### config.mk
export PLATFORM = sky130hd
export DESIGN_NAME = cp0_reg
export DESIGN_NICKNAME = d
export VERILOG_FILES = /design/src/rtl/cp0_reg_pkg.sv /design/src/rtl/cp0_reg.sv
export SDC_FILE = /design/constraint.sdc
export NUM_CORES = 1
export LEC_CHECK = 0
export CELL_PAD_IN_SITES_DETAIL_PLACEMENT = 0
export CELL_PAD_IN_SITES_GLOBAL_PLACEMENT = 2
export CORE_ASPECT_RATIO = 1.25
export CORE_UTILIZATION = 25
export DETAILED_ROUTE_END_ITERATION = 8
export PLACE_DENSITY_LB_ADDON = 0.3
export SETUP_SLACK_MARGIN = 0.02
export SLEW_MARGIN = 10
export SYNTH_ARGS = -nofsm -noshare
export SYNTH_HDL_FRONTEND = slang
export SYNTH_SLANG_ARGS = --single-unit
### constraint.sdc
create_clock -name clk -period 6.8 [get_ports clk]
set_clock_uncertainty 0.2 [all_clocks]
set_input_delay 2.04 -clock clk [delete_from_list [all_inputs] [get_ports clk]]
set_output_delay 2.04 -clock clk [all_outputs]
set_load 0.02 [all_outputs]
### src/rtl/cp0_reg_pkg.sv
// Shared constants for the coprocessor-0 register file: register numbers,
// exception type codes, the writable-Cause mask and the ExcCode decoder.
package cp0_reg_pkg;

  // CP0 register numbers as seen by MTC0/MFC0
  localparam logic [4:0] CP0_REG_COUNT   = 5'd9;
  localparam logic [4:0] CP0_REG_COMPARE = 5'd11;
  localparam logic [4:0] CP0_REG_STATUS  = 5'd12;
  localparam logic [4:0] CP0_REG_CAUSE   = 5'd13;
  localparam logic [4:0] CP0_REG_EPC     = 5'd14;
  localparam logic [4:0] CP0_REG_PRID    = 5'd15;
  localparam logic [4:0] CP0_REG_CONFIG  = 5'd16;

  // Exception type codes delivered by the MEM stage
  localparam logic [31:0] EXC_INTERRUPT = 32'h0000_0001;
  localparam logic [31:0] EXC_SYSCALL   = 32'h0000_0008;
  localparam logic [31:0] EXC_INST_INV  = 32'h0000_000a;
  localparam logic [31:0] EXC_TRAP      = 32'h0000_000d;
  localparam logic [31:0] EXC_OV        = 32'h0000_000c;
  localparam logic [31:0] EXC_ERET      = 32'h0000_000e;

  // Cause bits that software may write: IV[23], WP[22], IP[9:8]
  localparam logic [31:0] CAUSE_WMASK = 32'h00C0_0300;

  // Result of decoding an exception type: whether it traps, and its ExcCode
  typedef struct packed {
    logic       hit;
    logic [4:0] code;
  } exc_dec_t;

  // Map an exception type to its ExcCode; ERET and unknown types do not trap
  function automatic exc_dec_t exc_decode(input logic [31:0] et);
    exc_dec_t r;
    r.hit  = 1'b1;
    r.code = 5'd0;
    case (et)
      EXC_INTERRUPT: r.code = 5'd0;
      EXC_SYSCALL:   r.code = 5'd8;
      EXC_INST_INV:  r.code = 5'd10;
      EXC_TRAP:      r.code = 5'd13;
      EXC_OV:        r.code = 5'd12;
      default:       r.hit  = 1'b0;
    endcase
    return r;
  endfunction

endpackage

### src/rtl/cp0_reg.sv
// Coprocessor-0 register file at the write-back end of the pipeline.
// Commits MTC0 writes, runs Count/Compare, samples interrupt lines into
// Cause.IP[7:2], records exceptions and serves combinational MFC0 reads.
// Update priority within a cycle: increment < interrupt sample < timer
// match < MTC0 write < exception.
module cp0_reg
  import cp0_reg_pkg::*;
#(
  parameter logic [31:0] PRID_VAL   = 32'h004c_0102,
  parameter logic [31:0] CONFIG_VAL = 32'h0000_8000,
  parameter logic [31:0] STATUS_RST = 32'h1000_0000
) (
  input  logic        clk,
  input  logic        rst,
  input  logic        we_i,
  input  logic [4:0]  waddr_i,
  input  logic [31:0] data_i,
  input  logic [4:0]  raddr_i,
  input  logic [5:0]  int_i,
  input  logic [31:0] excepttype_i,
  input  logic [31:0] current_inst_addr_i,
  input  logic        is_in_delayslot_i,
  output logic [31:0] data_o,
  output logic [31:0] count_o,
  output logic [31:0] compare_o,
  output logic [31:0] status_o,
  output logic [31:0] cause_o,
  output logic [31:0] epc_o,
  output logic [31:0] config_o,
  output logic [31:0] prid_o,
  output logic        timer_int_o
);

  logic [31:0] count_q,   count_d;
  logic [31:0] compare_q, compare_d;
  logic [31:0] status_q,  status_d;
  logic [31:0] cause_q,   cause_d;
  logic [31:0] epc_q,     epc_d;
  logic        timer_q,   timer_d;
  exc_dec_t    exc_s;

  assign exc_s = exc_decode(excepttype_i);

  // Next-state: apply the per-cycle updates in increasing priority order
  always_comb begin
    count_d   = count_q + 32'd1;
    compare_d = compare_q;
    status_d  = status_q;
    cause_d   = cause_q;
    epc_d     = epc_q;
    timer_d   = timer_q;

    cause_d[15:10] = int_i;

    // Match is against the pre-increment count; a zero Compare never fires
    if ((compare_q != 32'd0) && (count_q == compare_q)) begin
      timer_d = 1'b1;
    end else begin
      timer_d = timer_q;
    end

    if (we_i) begin
      case (waddr_i)
        CP0_REG_COUNT:   count_d = data_i;
        CP0_REG_COMPARE: begin
          compare_d = data_i;
          timer_d   = 1'b0;
        end
        CP0_REG_STATUS:  status_d = data_i;
        CP0_REG_EPC:     epc_d = data_i;
        CP0_REG_CAUSE:   cause_d = (cause_d & ~CAUSE_WMASK) | (data_i & CAUSE_WMASK);
        default:         count_d = count_d;
      endcase
    end else begin
      count_d = count_d;
    end

    // Nested exceptions (EXL already set) keep the original EPC and BD
    if (excepttype_i == EXC_ERET) begin
      status_d[1] = 1'b0;
    end else if (exc_s.hit) begin
      if (!status_q[1]) begin
        epc_d       = is_in_delayslot_i ? (current_inst_addr_i - 32'd4) : current_inst_addr_i;
        cause_d[31] = is_in_delayslot_i;
      end else begin
        cause_d[31] = cause_d[31];
      end
      status_d[1]   = 1'b1;
      cause_d[6:2]  = exc_s.code;
    end else begin
      status_d = status_d;
    end
  end

  // State register with synchronous active-high reset
  always_ff @(posedge clk) begin
    if (rst) begin
      count_q   <= 32'd0;
      compare_q <= 32'd0;
      status_q  <= STATUS_RST;
      cause_q   <= 32'd0;
      epc_q     <= 32'd0;
      timer_q   <= 1'b0;
    end else begin
      count_q   <= count_d;
      compare_q <= compare_d;
      status_q  <= status_d;
      cause_q   <= cause_d;
      epc_q     <= epc_d;
      timer_q   <= timer_d;
    end
  end

  // MFC0 read mux over current register contents; no write bypass
  always_comb begin
    data_o = 32'd0;
    if (rst) begin
      data_o = 32'd0;
    end else begin
      case (raddr_i)
        CP0_REG_COUNT:   data_o = count_q;
        CP0_REG_COMPARE: data_o = compare_q;
        CP0_REG_STATUS:  data_o = status_q;
        CP0_REG_CAUSE:   data_o = cause_q;
        CP0_REG_EPC:     data_o = epc_q;
        CP0_REG_PRID:    data_o = PRID_VAL;
        CP0_REG_CONFIG:  data_o = CONFIG_VAL;
        default:         data_o = 32'd0;
      endcase
    end
  end

  assign count_o     = count_q;
  assign compare_o   = compare_q;
  assign status_o    = status_q;
  assign cause_o     = cause_q;
  assign epc_o       = epc_q;
  assign config_o    = CONFIG_VAL;
  assign prid_o      = PRID_VAL;
  assign timer_int_o = timer_q;

endmodule
==> flow_results.org <==
** Run
- Maximum capacitance violations :: 0

** Worst setup path
- Kind of cell adding the most delay to the critical path :: buffers and inverters
- Arrival time at the worst endpoint :: 4.43 ns
- Critical Path RT :: 4.56 ns
- Critical path's slowest cell :: clkdlybuf4s50_1
- Delay contributed by the slowest stage of the critical path :: 0.61 ns
- Sum of buffers and inverters on the critical path :: 4
- STA classifies the critical path endpoint as an output pin.
- Of all nets on the critical path, the largest fanout is 8.
- Worst R2R Setup Slack :: 4.32 ns
- The setup path with the least slack is of type input port to output pin.
- Startpoint type of the worst setup path :: input port
- Series of cell instances along the critical path :: clkdlybuf4s50_1, nor2b_1, buf_4, nand2_1, nor3b_4, buf_4, a22oi_1, a21oi_1, clkdlybuf4s50_1

** Logic synthesis
- Gate count of the mapped netlist :: 1079
- Yosys printed 0 warnings.
- The most used flip-flop cell after synthesis is dfxtp_1.
- The synthesized design devotes to its leading area cell type 33.8% of total area.
- Of all cell types, the one taking the most synthesized area is dfxtp_1.
- Cell area after synthesis :: 8540 µm²
- Sequential cell area fraction in the yosys report :: 33.8%
- In this run, synthesis inferred 0 flip-flops with an integrated enable.
- In the post-synthesis netlist, the biggest area contributors are dfxtp_1 (34%), nand2_1 (7.5%), buf_4 (7.1%).
- Number of flip-flops and latches in the synthesized netlist :: 144
- Count of distinct cell types in the synthesized netlist :: 50
- FFs w/ async S/R, synth :: 0%
- Mean instance size in the synthesized netlist :: 7.91 µm²

** STA
- Setup TNS :: 0 ns
- Of the available clock period, the critical path in the final layout requires 98.0%.
- Final hold violation count :: 0
- The count of pins over their slew limit came to 0.
- Final hold analysis gives a worst-case slack of 0.279 ns.
- Slew margin rel. :: 25.0%
- Setup repair after global routing left no endpoint under its margin.
- Endpoints failing setup :: 0
- Derived from the worst setup path, the maximum achievable clock frequency is 150 MHz.
- Worst-margin pin slew :: 1.12 ns
- For the finished layout, the period the worst path requires is 6.67 ns.

** Global routing
- The via count of the first global-routing pass is 8501.
- All-Layer GR Usage :: 21.8%
- Wire length of the first global-routing pass :: 56300 µm
- The number of antenna violations at the first check in global routing came to 0.
- Global routing finished with a remaining overflow of 0.
- Maximum number of pins on one net before global-route repair :: 83

** Route
- Before antenna repair, the detailed router went through 5 iterations.
- The detailed router finished its first iteration with 544 violations.
- Post-DR wirelength/cell :: 21.5 µm
- Across all layers, the routed design uses 8766 vias.
- DRC violations left :: 0
- Total detailed-routing wirelength :: 38400 µm
- Post-detailed-route count of antenna-violating nets :: 0
- Post-DR vias/cell :: 4.91

** Finish
- The area growth from synthesis to layout is 44.6%.
- Non-Filler Cell Area, Final :: 12300 µm²
- The post-route netlist has 8.75% of its cells at a drive strength greater than 1.
- In the final layout, the multi-input gates occupy 5070 µm².
- In the final design database the tool counted 1466 nets.
- Sequential standard cell area :: 2880 µm²
- Cells fill 36.8% of the core in the end.
- Layout filler cell count :: 3510

** Clocking
- The H-tree generated during clock tree synthesis spans 4 levels.
- Post-CTS repair changed the size of 0 cells.
- Counting every sink on the clock net gives 144.
- TritonCTS built the clock tree.
- The clock passes through at most 2 buffers.
- For the worst-skew pair, the clock arrives at the later sink with an insertion delay of 0.43 ns.
- CTS root buffer :: clkbuf_16
- Number of buffers added to fix hold violations after cts :: 0
- Inserted Clock Buffers :: 17
- CTS clk-pin slew, worst paths :: 0.06 ns
- The number of setup buffers added after CTS is 0.

** Die
- The floorplan step set the die width to 167 µm.
- The initial utilization of the core area, before any placement, comes to 25.4%.
- In this run the vertical extent of the chip is 209 µm.
- Top-Level Pins :: 373
- Row generation in the floorplan step produced 75 rows.
- The floorplan step defined a die boundary enclosing 34900 µm².
- Core box area :: 33600 µm²

** Run status
- The run finished with clean final reports.

** Placement
- Summing all placed instances gives a cell area of 11700 µm².
- The wire-length estimate of the detail-placed layout is 29300 µm.
- Count of port buffers added during placement :: 291
- Routability-driven placement finished with a final weighted congestion of 0.818.

** Power and ir drop
- IR analysis of the VDD net gives a maximum drop of 0.0957 mV.
- In this run the power density over the cells is 171 nW/µm².
- The analysis attributes to cell leakage a power of 0.00440 µW.

** Min path
- The tightest min-delay check is of the flip-flop to flip-flop type.
-- per-stage QoR --
stage / cells / setup WS (ns) / total power [µW]
floorplan: 1158 / 0.942 / 1040
global placement: 1752 / 0.0973 / 1160
detailed placement: 1752 / 0.0822 / 1160
CTS: 1783 / 0.0432 / 2130
global route: 1783 / 0.0226 / 2180
finish: 1784 / 0.134 / 2110
-- cells in the mapped netlist, types with 3 or more instances --
| cell | instances |
|---|---|
| or4_1 | 4 |
| mux2_2 | 32 |
| a31oi_1 | 13 |
| buf_1 | 5 |
| buf_2 | 10 |
| nor2b_1 | 10 |
| nand3b_1 | 3 |
| nand2b_1 | 5 |
| nor4_1 | 24 |
| or3_1 | 4 |
| a22oi_1 | 55 |
| nand4_1 | 25 |
| xnor2_1 | 61 |
| a21oi_1 | 87 |
| xor2_1 | 29 |
| o31ai_1 | 4 |
| nor3_1 | 23 |
| and2_1 | 5 |
| nand2_1 | 170 |
| nor3b_1 | 4 |
| a221oi_1 | 6 |
| nand3_1 | 19 |
| clkbuf_1 | 60 |
| a211oi_1 | 58 |
| mux2i_1 | 6 |
| and4_1 | 5 |
| nor2_1 | 89 |
| and3_1 | 5 |
| dfxtp_1 | 144 |
| buf_4 | 81 |
| o21ai_0 | 7 |
| inv_1 | 3 |
-- cell usage in the layout, fill, tap and decap left out, drive strengths merged, types with 4 or more instances in the layout --
cell	synthesis	routed
dfxtp	144	144
clkinv	0	4
nor3b	5	5
o21ai	7	7
clkinvlp	0	4
nand2	170	170
nor3	24	24
mux2i	6	6
nor2	89	89
clkdlybuf4s50	0	266
conb	2	81
or4	5	5
nand2b	5	5
and4	5	5
nor4	26	26
a22oi	55	55
a31oi	13	13
clkbuf	60	20
a21oi	87	87
a211oi	59	59
dlymetal6s2s	0	23
and3	5	5
buf	96	38
and2	6	6
o31ai	4	4
xor2	29	29
a221oi	6	6
nor2b	10	10
mux2	32	32
nand4	26	26
or3	4	4
xnor2	61	61
nand3	20	20
-- report_power, final --
part	leakage [µW]	switching [µW]	total, µW	internal, µW
logic	0.00296	156	271	115
registers	0.00116	16.8	871	854
clock network	0.000278	386	968	582
total	0.00440	559	2110	1550
-- per-layer routing --
metal,track usage (%),part of all wire [%],vias to the layer above
li1,-,-,4212
met1,26.9,42,4175
met2,38.7,51,336
met3,3.33,4.8,43
met4,6.77,2.1,0
met5,0,0,-
-- path summary, 6_finish.rpt --
path / cells after the start / endpoint / from
hold reg to reg: 2 / status_o[10] / status_o[10]
setup / recovery: 9 / data_o[28] / raddr_i[3]
setup reg to reg: 5 / count_o[24] / count_o[7]
hold / removal: 2 / status_o[10] / status_o[10]
-- state kept, by name (all words and copies together) (netlist names) --
name and cells:
count_o 32, cause_o 15, timer_int_o 1, status_o 32, epc_o 32, compare_o 32
-- worst register-to-register path, stage by stage (launching register included) --
cell and delay, ns:
dfxtp_1 0.51, and4_1 0.47, nand4_1 0.39, nor4_1 0.49, xnor2_1 0.17, a211oi_1 0.08
-- kinds of logic (layout without fill, tap and decap cells) --
group                      count (synthesis)  after routing  share of synthesized area (%)
AOI/OAI and AO/OA                        232            232                           17.6
xor gates and xnor gates                  90             90                           9.23
adders and majority gates                  2              2                          0.293
buffers and inverters                    159            361                           10.7
DFF                                      144            144                           33.8
muxes                                     38             38                           4.92
other                                      2             82                         0.0879
and+or+nand+nor                          412            412                           23.4
-- layout make-up --
| cell class | count | area share (%) |
|---|---|---|
| flip-flops and latches | 144 | 23.3 |
| repair buffers | 327 | 26.4 |
| clock inverters | 11 | 1.13 |
| inverters | 3 | 0.0912 |
| clock buffers | 20 | 3.62 |
| well taps | 423 | 4.29 |
| multi-input cells | 855 | 41.1 |
| diodes | 1 | 0.0203 |
Note: power is estimated with default switching activity, not from simulation.
